[src/rtl/imem_rsp.sv]
`timescale 1ns/1ps
// Instruction memory responder.
// Fetch requests are range-checked and turned into synchronous SRAM reads.
// Each accepted request passes through a one-stage pipeline into an in-order
// response FIFO. Misaligned or out-of-range fetches skip the SRAM read and
// return a bus-error response whose data is zero.
module imem_rsp #(
    parameter logic [31:0] C_ADDR_BASE    = 32'h0000_0000,
    parameter int          C_MEM_SZX      = 10,
    parameter int          C_FIFO_DEPTH_X = 2
) (
    input  logic                 clk_i,
    input  logic                 resetb_i,
    input  logic                 clk_en_i,
    input  logic                 ireqvalid_i,
    output logic                 ireqready_o,
    input  logic [1:0]           ireqhpl_i,
    input  logic [31:0]          ireqaddr_i,
    output logic                 irspvalid_o,
    input  logic                 irspready_i,
    output logic                 irsprerr_o,
    output logic [31:0]          irspdata_o,
    output logic                 mem_rd_o,
    output logic [C_MEM_SZX-1:0] mem_addr_o,
    input  logic [31:0]          mem_rdata_i
);

    localparam int              DEPTH     = 1 << C_FIFO_DEPTH_X;
    localparam int              PW        = C_FIFO_DEPTH_X + 1;
    localparam logic [PW-1:0]   CNT_FULL  = PW'(DEPTH);
    localparam logic [PW-1:0]   ONE       = PW'(1);
    localparam logic [31:0]     MEM_WORDS = 32'd1 << C_MEM_SZX;

    // cnt_q covers both the pipeline stage and the FIFO, so bounding it
    // at DEPTH keeps the FIFO from ever overflowing.
    logic [PW-1:0] cnt_q;
    logic [PW-1:0] wr_ptr_q;
    logic [PW-1:0] rd_ptr_q;
    logic [32:0]   fifo_q [DEPTH];
    logic          p_valid_q;
    logic          p_err_q;

    logic [31:0]   off;
    logic [31:0]   word_idx;
    logic          in_range;
    logic          accept;
    logic          pop;
    logic          empty;
    logic [32:0]   head;
    logic          unused_hpl;

    // An address below the base wraps to a huge offset and fails the limit.
    assign off      = ireqaddr_i - C_ADDR_BASE;
    assign word_idx = off >> 2;
    assign in_range = (ireqaddr_i[1:0] == 2'b00) && (word_idx < MEM_WORDS);

    // Ready depends only on registered occupancy, never on irspready_i.
    assign ireqready_o = resetb_i & clk_en_i & (cnt_q != CNT_FULL);
    assign accept      = ireqvalid_i & ireqready_o & clk_en_i;

    assign empty       = (wr_ptr_q == rd_ptr_q);
    assign irspvalid_o = clk_en_i & ~empty;
    assign pop         = irspvalid_o & irspready_i & clk_en_i;

    // Outputs are forced to zero when nothing is queued so that stale FIFO
    // contents never show after reset.
    assign head       = fifo_q[rd_ptr_q[PW-2:0]];
    assign irspdata_o = empty ? 32'h0 : head[31:0];
    assign irsprerr_o = ~empty & head[32];

    assign mem_rd_o   = accept & in_range;
    assign mem_addr_o = mem_rd_o ? word_idx[C_MEM_SZX-1:0] : '0;

    // Privilege level is accepted but has no effect on the fetch.
    assign unused_hpl = ^ireqhpl_i;

    // Response storage: the pipeline entry lands here one enabled edge after accept.
    always_ff @(posedge clk_i) begin
        if (clk_en_i && p_valid_q) begin
            fifo_q[wr_ptr_q[PW-2:0]] <= {p_err_q, (p_err_q ? 32'h0 : mem_rdata_i)};
        end
    end

    // Pipeline stage, FIFO pointers and occupancy count.
    always_ff @(posedge clk_i or negedge resetb_i) begin
        if (!resetb_i) begin
            p_valid_q <= 1'b0;
            p_err_q   <= 1'b0;
            wr_ptr_q  <= '0;
            rd_ptr_q  <= '0;
            cnt_q     <= '0;
        end else if (clk_en_i) begin
            p_valid_q <= accept;
            p_err_q   <= accept & ~in_range;
            if (p_valid_q) begin
                wr_ptr_q <= wr_ptr_q + ONE;
            end
            if (pop) begin
                rd_ptr_q <= rd_ptr_q + ONE;
            end
            case ({accept, pop})
                2'b10:   cnt_q <= cnt_q + ONE;
                2'b01:   cnt_q <= cnt_q - ONE;
                default: cnt_q <= cnt_q;
            endcase
        end
    end

endmodule

[config.mk]
export PLATFORM = sky130hd
export DESIGN_NAME = imem_rsp
export DESIGN_NICKNAME = d
export VERILOG_FILES = /design/src/rtl/imem_rsp.sv
export SDC_FILE = /design/constraint.sdc
export NUM_CORES = 1
export LEC_CHECK = 0
export BUFFER_PORTS_ARGS = -buffer_cell sky130_fd_sc_hd__buf_2
export CAP_MARGIN = 10
export CORE_ASPECT_RATIO = 1.75
export CORE_MARGIN = 2
export CORE_UTILIZATION = 30
export DETAILED_ROUTE_END_ITERATION = 7
export MAX_ROUTING_LAYER = met4
export SLEW_MARGIN = 10
export SYNTH_ARGS = -nofsm -noshare
export SYNTH_HDL_FRONTEND = slang
export SYNTH_SLANG_ARGS = --single-unit
[constraint.sdc]
create_clock -name clk_i -period 4 [get_ports clk_i]
set_input_delay 0.4 -clock clk_i [delete_from_list [all_inputs] [get_ports clk_i]]
set_output_delay 0.4 -clock clk_i [all_outputs]
set_load 0.01 [all_outputs]
==> results.toml, run 1 <==
[job]
drv_cap = 0

[drt]
drc = 0
vias = 3227
drtIter0Drc = 95
avgRoutedWirePerCell_um = 17.4
viasPerCell = 4.56
dr.pass1.iters = 4
wl_um = 12300
postRouteAntennaNets = 0

[timing]
slew_viol_final = 0
setup_tns_ps = 0
finalClockSkew_ps = 7.57
worst_pin_slew_ps = 992
rsz0062_at_grt = "false"
min_period_ps = 2930
finalHoldViolCount = 0
hold_ws_ps = 307
fmax_mhz = 342
setup_violations = 0
slew_headroom_pct = 33.8
post-route-period-util_pct = 73.1

[cells_and_area]
final_area_um2 = 7490
antenna_cells = 0
final_cells = 707
utilization_pct = 38.1
nets = 527
drive_above_1_share_pct = 42.0
syn2layout_area_growth_pct = 25.1

[worst_setup_path]
cp_slowest_cell = "nor3_1"
worstPathCellList = "dlygate4sd3_1 > buf_2 > nand3_1 > a21o_1 > nor3_1 > and2_1 > buf_2"
end_kind = "primary output"
critPathRequiredTime_ps = 3600
ff2ff_path_depth = 9
r2r-end = "cnt_q[2]$_DFFE_PN0P_"
arrival_ps = 2530
cpPeakStageDelay_ps = 620
rr_startpoint = "rd_ptr_q[0]$_DFFE_PN0P_"
startpoint_type = "primary input"
startpoint = "resetb_i"
worstPathMaxFanout = 13
crit_type = "primary input to primary output"
critPathMostFrequentCell = "buf_2"
reg2reg_slack_ps = 1600

[clock_network]
cts_made_buffers = 17
clock_sinks = 143
post_cts_resized = 0
cts-root-buf = "clkbuf_16"
cts_tree = "yes"
clk_pin_slew_worst_paths_ps = 60
clk_path_buf_depth = 2
clock_latency_ps = 420
cts_setup_buffers = 0
ctsHtreeMaxLevel = 4

[logic_synthesis]
netlist.area_leader.share_pct = 66.2
synth_ff_type = "edfxtp_1"
ys_seq_area_share_pct = 70.8
syn_area_um2 = 5980
synthArstFlopShare_pct = 7.69
synth.area.top_cells = "edfxtp_1 (66%), mux4_2 (12%), nor2b_1 (6.7%)"
synth_cell_types = 33
ys_warn_count = 0
ys_ff_latch = 143
synth_top_cell_by_area = "edfxtp_1"
syn_avg_cell_area_um2 = 18.3
synth_edf_count = 132
synth.most_common_cell = "edfxtp_1"
syn_nets = 405
synth_common_cells = "edfxtp_1 (132), nor2b_1 (64), mux4_2 (33)"
syn_inst = 327

[floorplanning]
num_rows = 68
die_x_um = 111
dieArea_um2 = 21100
die_h_um = 191
initial_core_util_pct = 30.4
pin_count = 117
core-area_um2 = 19700

[placed_design]
dpl.hpwl_um = 7350
placedCellCount = 674
place_area_um2 = 6810
port_buffers = 114
gp_congestion = 0.714

[power_and_ir_drop]
peakVddDrop_mv = 0.283
p_leak_nw = 2.76
power_density_nw_per_um2 = 709

[grt]
gr-total-overflow = 0
grt_pass1_wl_um = 19100
grt_max_degree = 38
gr-max-usage-layer = "met2"
antenna_found_initial = 0
gr-usage-all-layers_pct = 12.6
met1_usage_pct = 12.4
grt_pass1_vias = 3539
use_met2_pct = 23.4
gr-usage-met3_pct = 3.37

[worst_hold_path]
hp-class = "primary input to flop"
hold_depth = 3
min_to = "rd_ptr_q[2]$_DFFE_PN0P_"
min-delay-start = "irspready_i"

[outcome]
status = "finished, final reports clean"
metal layers:
layer,up-vias,wire length [µm],part of all wire [%]
met4,0,218,1.8
met3,15,522,4.3
li1,1489,-,-
met1,1623,4640,38
met5,-,0,0
met2,100,6890,56
worst max-delay path, delay by kind of cell:
family	cells	cell delay, ps
AO/OA/AOI/OAI	1	210
buffers and inverters	3	950
AND/OR/NAND/NOR	3	950
per-stage QoR:
| stage | setup WS, ps | total power, mW |
|---|---|---|
| 6_report | 1070 | 5.31 |
| 5_1_grt | 857 | 5.59 |
| 4_1_cts | 1060 | 5.42 |
| 3_5_place_dp | 1570 | 3.63 |
| 3_3_place_gp | 1630 | 3.59 |
| 2_1_floorplan | 1920 | 3.03 |
cell families (layout without fill, tap and decap cells):
group / count (synthesis) / after routing / share of synthesized area (%)
xor gates and xnor gates: 9 / 9 / 1.57
DFF: 143 / 143 / 70.8
and+or+nand+nor: 102 / 102 / 10.4
muxes: 35 / 35 / 12.9
buffers and inverters: 23 / 158 / 1.97
adders and majority gates: 7 / 7 / 1.59
AOI/OAI and AO/OA: 8 / 8 / 0.774
power by group:
part	switching (mW)	internal, mW
Clock	0.609	1.17
Sequential	0.122	1.79
Combinational	0.851	0.769
sequential cells by signal, indices dropped and copies added, names as in the netlist:
| signal | flops |
|---|---|
| wr_ptr_q | 3 |
| p_err_q | 1 |
| fifo_q | 132 |
| rd_ptr_q | 3 |
| cnt_q | 3 |
| p_valid_q | 1 |
cells in the final DEF, fill, tap and decap left out, drive strengths merged, types with 5 or more instances in the layout:
master  instances
edfxtp        132
buf           118
nor2b          64
mux4           33
clkbuf         18
dfrtp          11
and2           10
inv             8
xor2            7
nand2           6
ha              6
bufinv          6
nor4            5
nor2            5
clkinv          5
timing repair:
| item | 4_1_cts | 5_1_grt |
|---|---|---|
| endpoints found under the hold margin | 11 | 0 |
| hold buffers | 1 | 0 |
| setup endpoints to repair | 0 | 0 |
how the worst max path moves through the flow:
| stage | slack [ps] | cells after the start | to |
|---|---|---|---|
| detailed placement | 1570 | 9 | cnt_q[2]$_DFFE_PN0P_ |
| CTS | 1060 | 7 | mem_addr_o[7] |
| global route | 860 | 7 | mem_addr_o[3] |
| finish | 1070 | 7 | mem_addr_o[7] |
| global placement | 1630 | 4 | irspdata_o[22] |
| floorplan | 1920 | 10 | cnt_q[2]$_DFFE_PN0P_ |
area by class of cell:
class / count / area [µm²]
repair buffers: 119 / 611
flip-flops and latches: 143 / 4240
fillers: 1814 / 12200
inverters: 7 / 26.3
clock buffers: 18 / 429
multi-input cells: 161 / 1630
well taps: 245 / 307
clock inverters: 14 / 239
(Power assumes the default switching activity.)
==> run 2: changes to the inputs <==
==> constraint.sdc (replaced) <==
create_clock -name clk_i -period 2.45 [get_ports clk_i]
set_input_delay 0.245 -clock clk_i [delete_from_list [all_inputs] [get_ports clk_i]]
set_output_delay 0.245 -clock clk_i [all_outputs]
set_load 0.01 [all_outputs]
==> run 2 against run 1 <==
Global-route usage is essentially flat. Critical path depth shrank 2. Design area is 0.18% higher. Hold slack worse by 120 ps. Power is 58% higher. Clock-buffer cell count did not move. Die area unchanged. Final cell count rose by 0.57%. Critical endpoint is now irspvalid_o.
==> results.toml, run 2 (synthesis gave the netlist of run 1 again) <==
[outcome]
status = "finished, final reports clean"

[drt]
dr.pass1.iters = 4
avgRoutedWirePerCell_um = 17.1
drtIter0Drc = 126
vias = 3219
viasPerCell = 4.53
postRouteAntennaNets = 0
wl_um = 12200
drc = 0

[cells_and_area]
syn2layout_area_growth_pct = 25.3
antenna_cells = 0
nets = 531
drive_above_1_share_pct = 42.5
final_cells = 711
final_cell_mix = "edfxtp_1 (132), buf_2 (113), nor2b_1 (64)"
fillers = 1813
mostFrequentLayoutCell = "edfxtp_1"
largest_reg_flops = 132

[timing]
worst_pin_slew_ps = 855
finalHoldViolCount = 0
slew_viol_final = 0
post-route-period-util_pct = 93.0
slew_headroom_pct = 43.0
min_period_ps = 2280
rsz0062_at_grt = "false"
setup_tns_ps = 0
hold_ws_ps = 188
finalWorstSetupSlack_ps = 172
setup_violations = 0
fmax_mhz = 439
finalClockSkew_ps = 4.84

[clock_network]
clock_latency_ps = 420
cts_tree = "yes"
ctsHtreeMaxLevel = 4
cts-root-buf = "clkbuf_16"
clock_sinks = 143
clk_path_buf_depth = 2
cts_made_buffers = 17
cts_setup_buffers = 0
clk_pin_slew_worst_paths_ps = 60

[worst_setup_path]
rr_startpoint = "wr_ptr_q[0]$_DFFE_PN0P_"
ff2ff_path_depth = 9
r2r-end = "cnt_q[2]$_DFFE_PN0P_"
worstPathMaxFanout = 34
reg2reg_slack_ps = 290
critPathRequiredTime_ps = 2200
arrival_ps = 2030
startpoint_type = "flop"
end_kind = "primary output"
crit_type = "flop to primary output"

[placed_design]
gp_congestion = 0.717
placedCellCount = 678
dpl.hpwl_um = 7470
port_buffers = 114
dp_slack_ps = 282

[grt]
grt_max_degree = 38
antenna_found_initial = 0
gr-total-overflow = 0
grt_pass1_vias = 3615
grt_pass1_wl_um = 19200
gr-usage-all-layers_pct = 12.5

[floorplanning]
die_x_um = 111
core-area_um2 = 19700
pin_count = 117
initial_core_util_pct = 30.4
num_rows = 68
die_h_um = 191
dieArea_um2 = 21100

[power_and_ir_drop]
p_leak_nw = 2.76
peakVddDrop_mv = 0.583
power_density_nw_per_um2 = 1120

[worst_hold_path]
min-delay-start = "irspready_i"
hold_depth = 3
min_to = "rd_ptr_q[2]$_DFFE_PN0P_"
hp-class = "primary input to flop"

[job]
drv_cap = 0
-- run 2: area by class of cell --
class / count / area, µm² / share of cell area [%]
inverter: 7 / 26.3 / 0.350
multi-input combinational: 161 / 1630 / 21.8
clock buffer: 18 / 429 / 5.72
tap: 245 / 307 / 4.09
timing repair buffer: 123 / 697 / 9.29
clock inverter: 14 / 166 / 2.22
sequential: 143 / 4240 / 56.6
-- run 2: worst max-delay path by stage --
stage	start	end	slack, ps	depth (start not counted)
after floorplan	rd_ptr_q[0]$_DFFE_PN0P_	cnt_q[2]$_DFFE_PN0P_	370	10
after global placement	wr_ptr_q[1]$_DFFE_PN0P_	cnt_q[2]$_DFFE_PN0P_	370	9
after detailed placement	wr_ptr_q[0]$_DFFE_PN0P_	cnt_q[2]$_DFFE_PN0P_	280	9
after CTS	wr_ptr_q[1]$_DFFE_PN0P_	irspvalid_o	4	5
after global routing	wr_ptr_q[1]$_DFFE_PN0P_	irspvalid_o	40	5
final	wr_ptr_q[1]$_DFFE_PN0P_	irspvalid_o	170	5
-- run 2: repair_timing --
item	4_1_cts	5_1_grt
resized for setup	0	2
hold endpoints to repair	11	0
endpoints found under the setup margin	0	11
hold buffers	1	0
-- run 2: metrics by stage --
| step | util [%] | total power [mW] | area (µm²) |
|---|---|---|---|
| floorplan | - | 4.95 | 5980 |
| global route | 38.2 | 8.86 | 7500 |
| global placement | 35.0 | 5.88 | 6890 |
| detailed placement | 35.0 | 5.95 | 6890 |
| finish | 38.2 | 8.39 | 7500 |
| CTS | 38.1 | 8.55 | 7490 |
-- run 2: power by group --
group	switching [mW]	internal, mW	total, mW
Sequential	0.151	2.92	3.07
Combinational	1.45	1.29	2.75
Clock	0.976	1.60	2.57
Total	2.58	5.81	8.39
-- run 2: critical path: stages, from the launching register on --
cell and delay [ps]:
dfrtp_1 440, xor2_2 230, nor3_4 240, buf_6 340, and2b_1 230, buf_2 130
-- run 2: per-layer routing --
metal / share of wire, % / wire (µm) / global-route usage [%] / up-vias
li1: - / - / - / 1494
met1: 38 / 4690 / 12.7 / 1607
met2: 56 / 6760 / 22.8 / 103
met3: 3.9 / 478 / 3.27 / 15
met4: 2.1 / 255 / 5.24 / 0
met5: 0 / 0 / - / -
==> run 3: changes to the inputs <==
--- a/config.mk
+++ b/config.mk
@@ -5,12 +5,13 @@
 export SDC_FILE = /design/constraint.sdc
 export NUM_CORES = 1
 export LEC_CHECK = 0
-export BUFFER_PORTS_ARGS = -buffer_cell sky130_fd_sc_hd__buf_2
 export CAP_MARGIN = 10
 export CORE_ASPECT_RATIO = 1.75
 export CORE_MARGIN = 2
 export CORE_UTILIZATION = 30
+export CTS_CLUSTER_SIZE = 14
 export DETAILED_ROUTE_END_ITERATION = 7
+export DONT_BUFFER_PORTS = 1
 export MAX_ROUTING_LAYER = met4
 export SLEW_MARGIN = 10
 export SYNTH_ARGS = -nofsm -noshare
==> run 3 against run 2 <==
Final cell count down 15%. Combinational power fell by 18%. Global-route usage decreased by 0.26 points. Critical endpoint is now irspdata_o[31]. Non-clock buffer count fell by 108. Largest power group unchanged. Via count fell by 11%.
==> results.toml, run 3 (synthesis gave the netlist of run 1 again) <==
[clock_network]
clk_path_buf_depth = 2
cts_tree = "yes"
clock_latency_ps = 420
cts_made_buffers = 17
cts-root-buf = "clkbuf_16"
ctsHtreeMaxLevel = 4
clock_sinks = 143
clk_pin_slew_worst_paths_ps = 60

[power_and_ir_drop]
finalPower_mw = 7.73
p_leak_nw = 2.29
power_density_nw_per_um2 = 1120
peakVddDrop_mv = 0.454

[worst_setup_path]
worstPathMaxFanout = 35
end_kind = "primary output"
ff2ff_path_depth = 9
crit_type = "flop to primary output"
startpoint_type = "flop"
critPathRequiredTime_ps = 2200
arrival_ps = 2060

[drt]
viasPerCell = 4.72
drc = 0
postRouteAntennaNets = 0
avgRoutedWirePerCell_um = 19.7
vias = 2858
drtIter0Drc = 117
wl_um = 12000
dr.pass1.iters = 4

[grt]
use_met2_pct = 22.1
met1_usage_pct = 12.6
gr-usage-all-layers_pct = 12.3
gr-total-overflow = 0
grt_pass1_vias = 3205
grt_max_degree = 36
grt_pass1_wl_um = 18500
gr-usage-met3_pct = 3.18
gr-max-usage-layer = "met2"
antenna_found_initial = 3

[placed_design]
port_buffers = 0
place_area_um2 = 6320
gp_congestion = 0.744
dpl.hpwl_um = 7730

[timing]
setup_violations = 0
rsz0062_at_grt = "false"
post-route-period-util_pct = 94.1
setup_tns_ps = 0
min_period_ps = 2310
finalClockSkew_ps = 9.96
worst_pin_slew_ps = 575
finalHoldViolCount = 0
slew_viol_final = 0
fmax_mhz = 434
slew_headroom_pct = 61.6

[cells_and_area]
nets = 423
syn2layout_area_growth_pct = 15.4
mostFrequentLayoutCell = "edfxtp_1"
drive_above_1_share_pct = 24.9
largest_reg_flops = 132
final_area_um2 = 6910
fillers = 1830
final_cell_mix = "edfxtp_1 (132), nor2b_1 (64), mux4_2 (33)"

[floorplanning]
num_rows = 68
core-area_um2 = 19700
die_x_um = 111
die_h_um = 191
pin_count = 117
initial_core_util_pct = 30.4
dieArea_um2 = 21100

[worst_hold_path]
hp-class = "primary input to flop"
hold_depth = 2

[job]
drv_cap = 0

[outcome]
status = "finished, final reports clean"
run 3: changes by cell type in the layout (fill, tap and decap cells not counted), sizes merged:
cell,change
diode,+3
bufinv,-2
inv,+3
clkinvlp,+1
clkbuf,-2
dlygate4sd3,+1
buf,-108
clkinv,-1
run 3: cell type report:
cell class                      instances  area [µm²]  area share, %
Sequential cell                       143        4240           61.4
Multi-Input combinational cell        161        1630           23.6
Clock buffer                           17         425           6.16
Tap cell                              245         307           4.44
Timing Repair Buffer                   15         134           1.94
Clock inverter                         15         133           1.92
Inverter                                7        26.3          0.380
Antenna cell                            3        7.51          0.109
run 3: routing by layer:
| metal | vias up | share of wire, % |
|---|---|---|
| li1 | 1282 | - |
| met1 | 1477 | 38 |
| met2 | 87 | 56 |
| met3 | 12 | 4.1 |
| met4 | 0 | 1.9 |
| met5 | - | 0 |
run 3: what timing repair did:
item | in CTS | in global routing
resized for setup | 1 | 0
setup endpoints to repair | 33 | 0
setup buffers | 0 | 0
hold endpoints to repair | 13 | 0
hold buffers | 2 | 0
run 3: metrics by stage:
stage,setup WS (ps),hold WS (ps),utilization [%],std cells
2_1_floorplan,374,-50.6,-,327
3_3_place_gp,335,-50.1,32.1,569
3_5_place_dp,293,-50.1,32.1,569
4_1_cts,67.8,21.0,35.1,603
5_1_grt,15.6,50.9,35.1,606
6_report,144,32.6,35.1,606
run 3: critical path: stages (launching register included):
cell     delay (ps)
dfrtp_2         390
buf_6           450
mux4_2          580
and2b_1         210
run 3: power by group:
| part | internal [mW] | total [mW] | switching, mW | leakage, nW |
|---|---|---|---|---|
| Clock | 1.40 | 2.44 | 1.03 | 0.263 |
| Sequential | 2.92 | 3.05 | 0.130 | 1.33 |
| Combinational | 0.925 | 2.25 | 1.32 | 0.691 |
run 3: worst paths after layout:
path,startpoint,endpoint,slack (ps)
max in group asynchronous,resetb_i,p_err_q$_DFFE_PN0P_,1850
min reg2reg,cnt_q[0]$_DFFE_PN0P_,cnt_q[0]$_DFFE_PN0P_,510
max,rd_ptr_q[0]$_DFFE_PN0P_,irspdata_o[31],140
min in group asynchronous,resetb_i,cnt_q[0]$_DFFE_PN0P_,230
min,clk_en_i,rd_ptr_q[2]$_DFFE_PN0P_,30
max reg2reg,wr_ptr_q[1]$_DFFE_PN0P_,cnt_q[2]$_DFFE_PN0P_,280
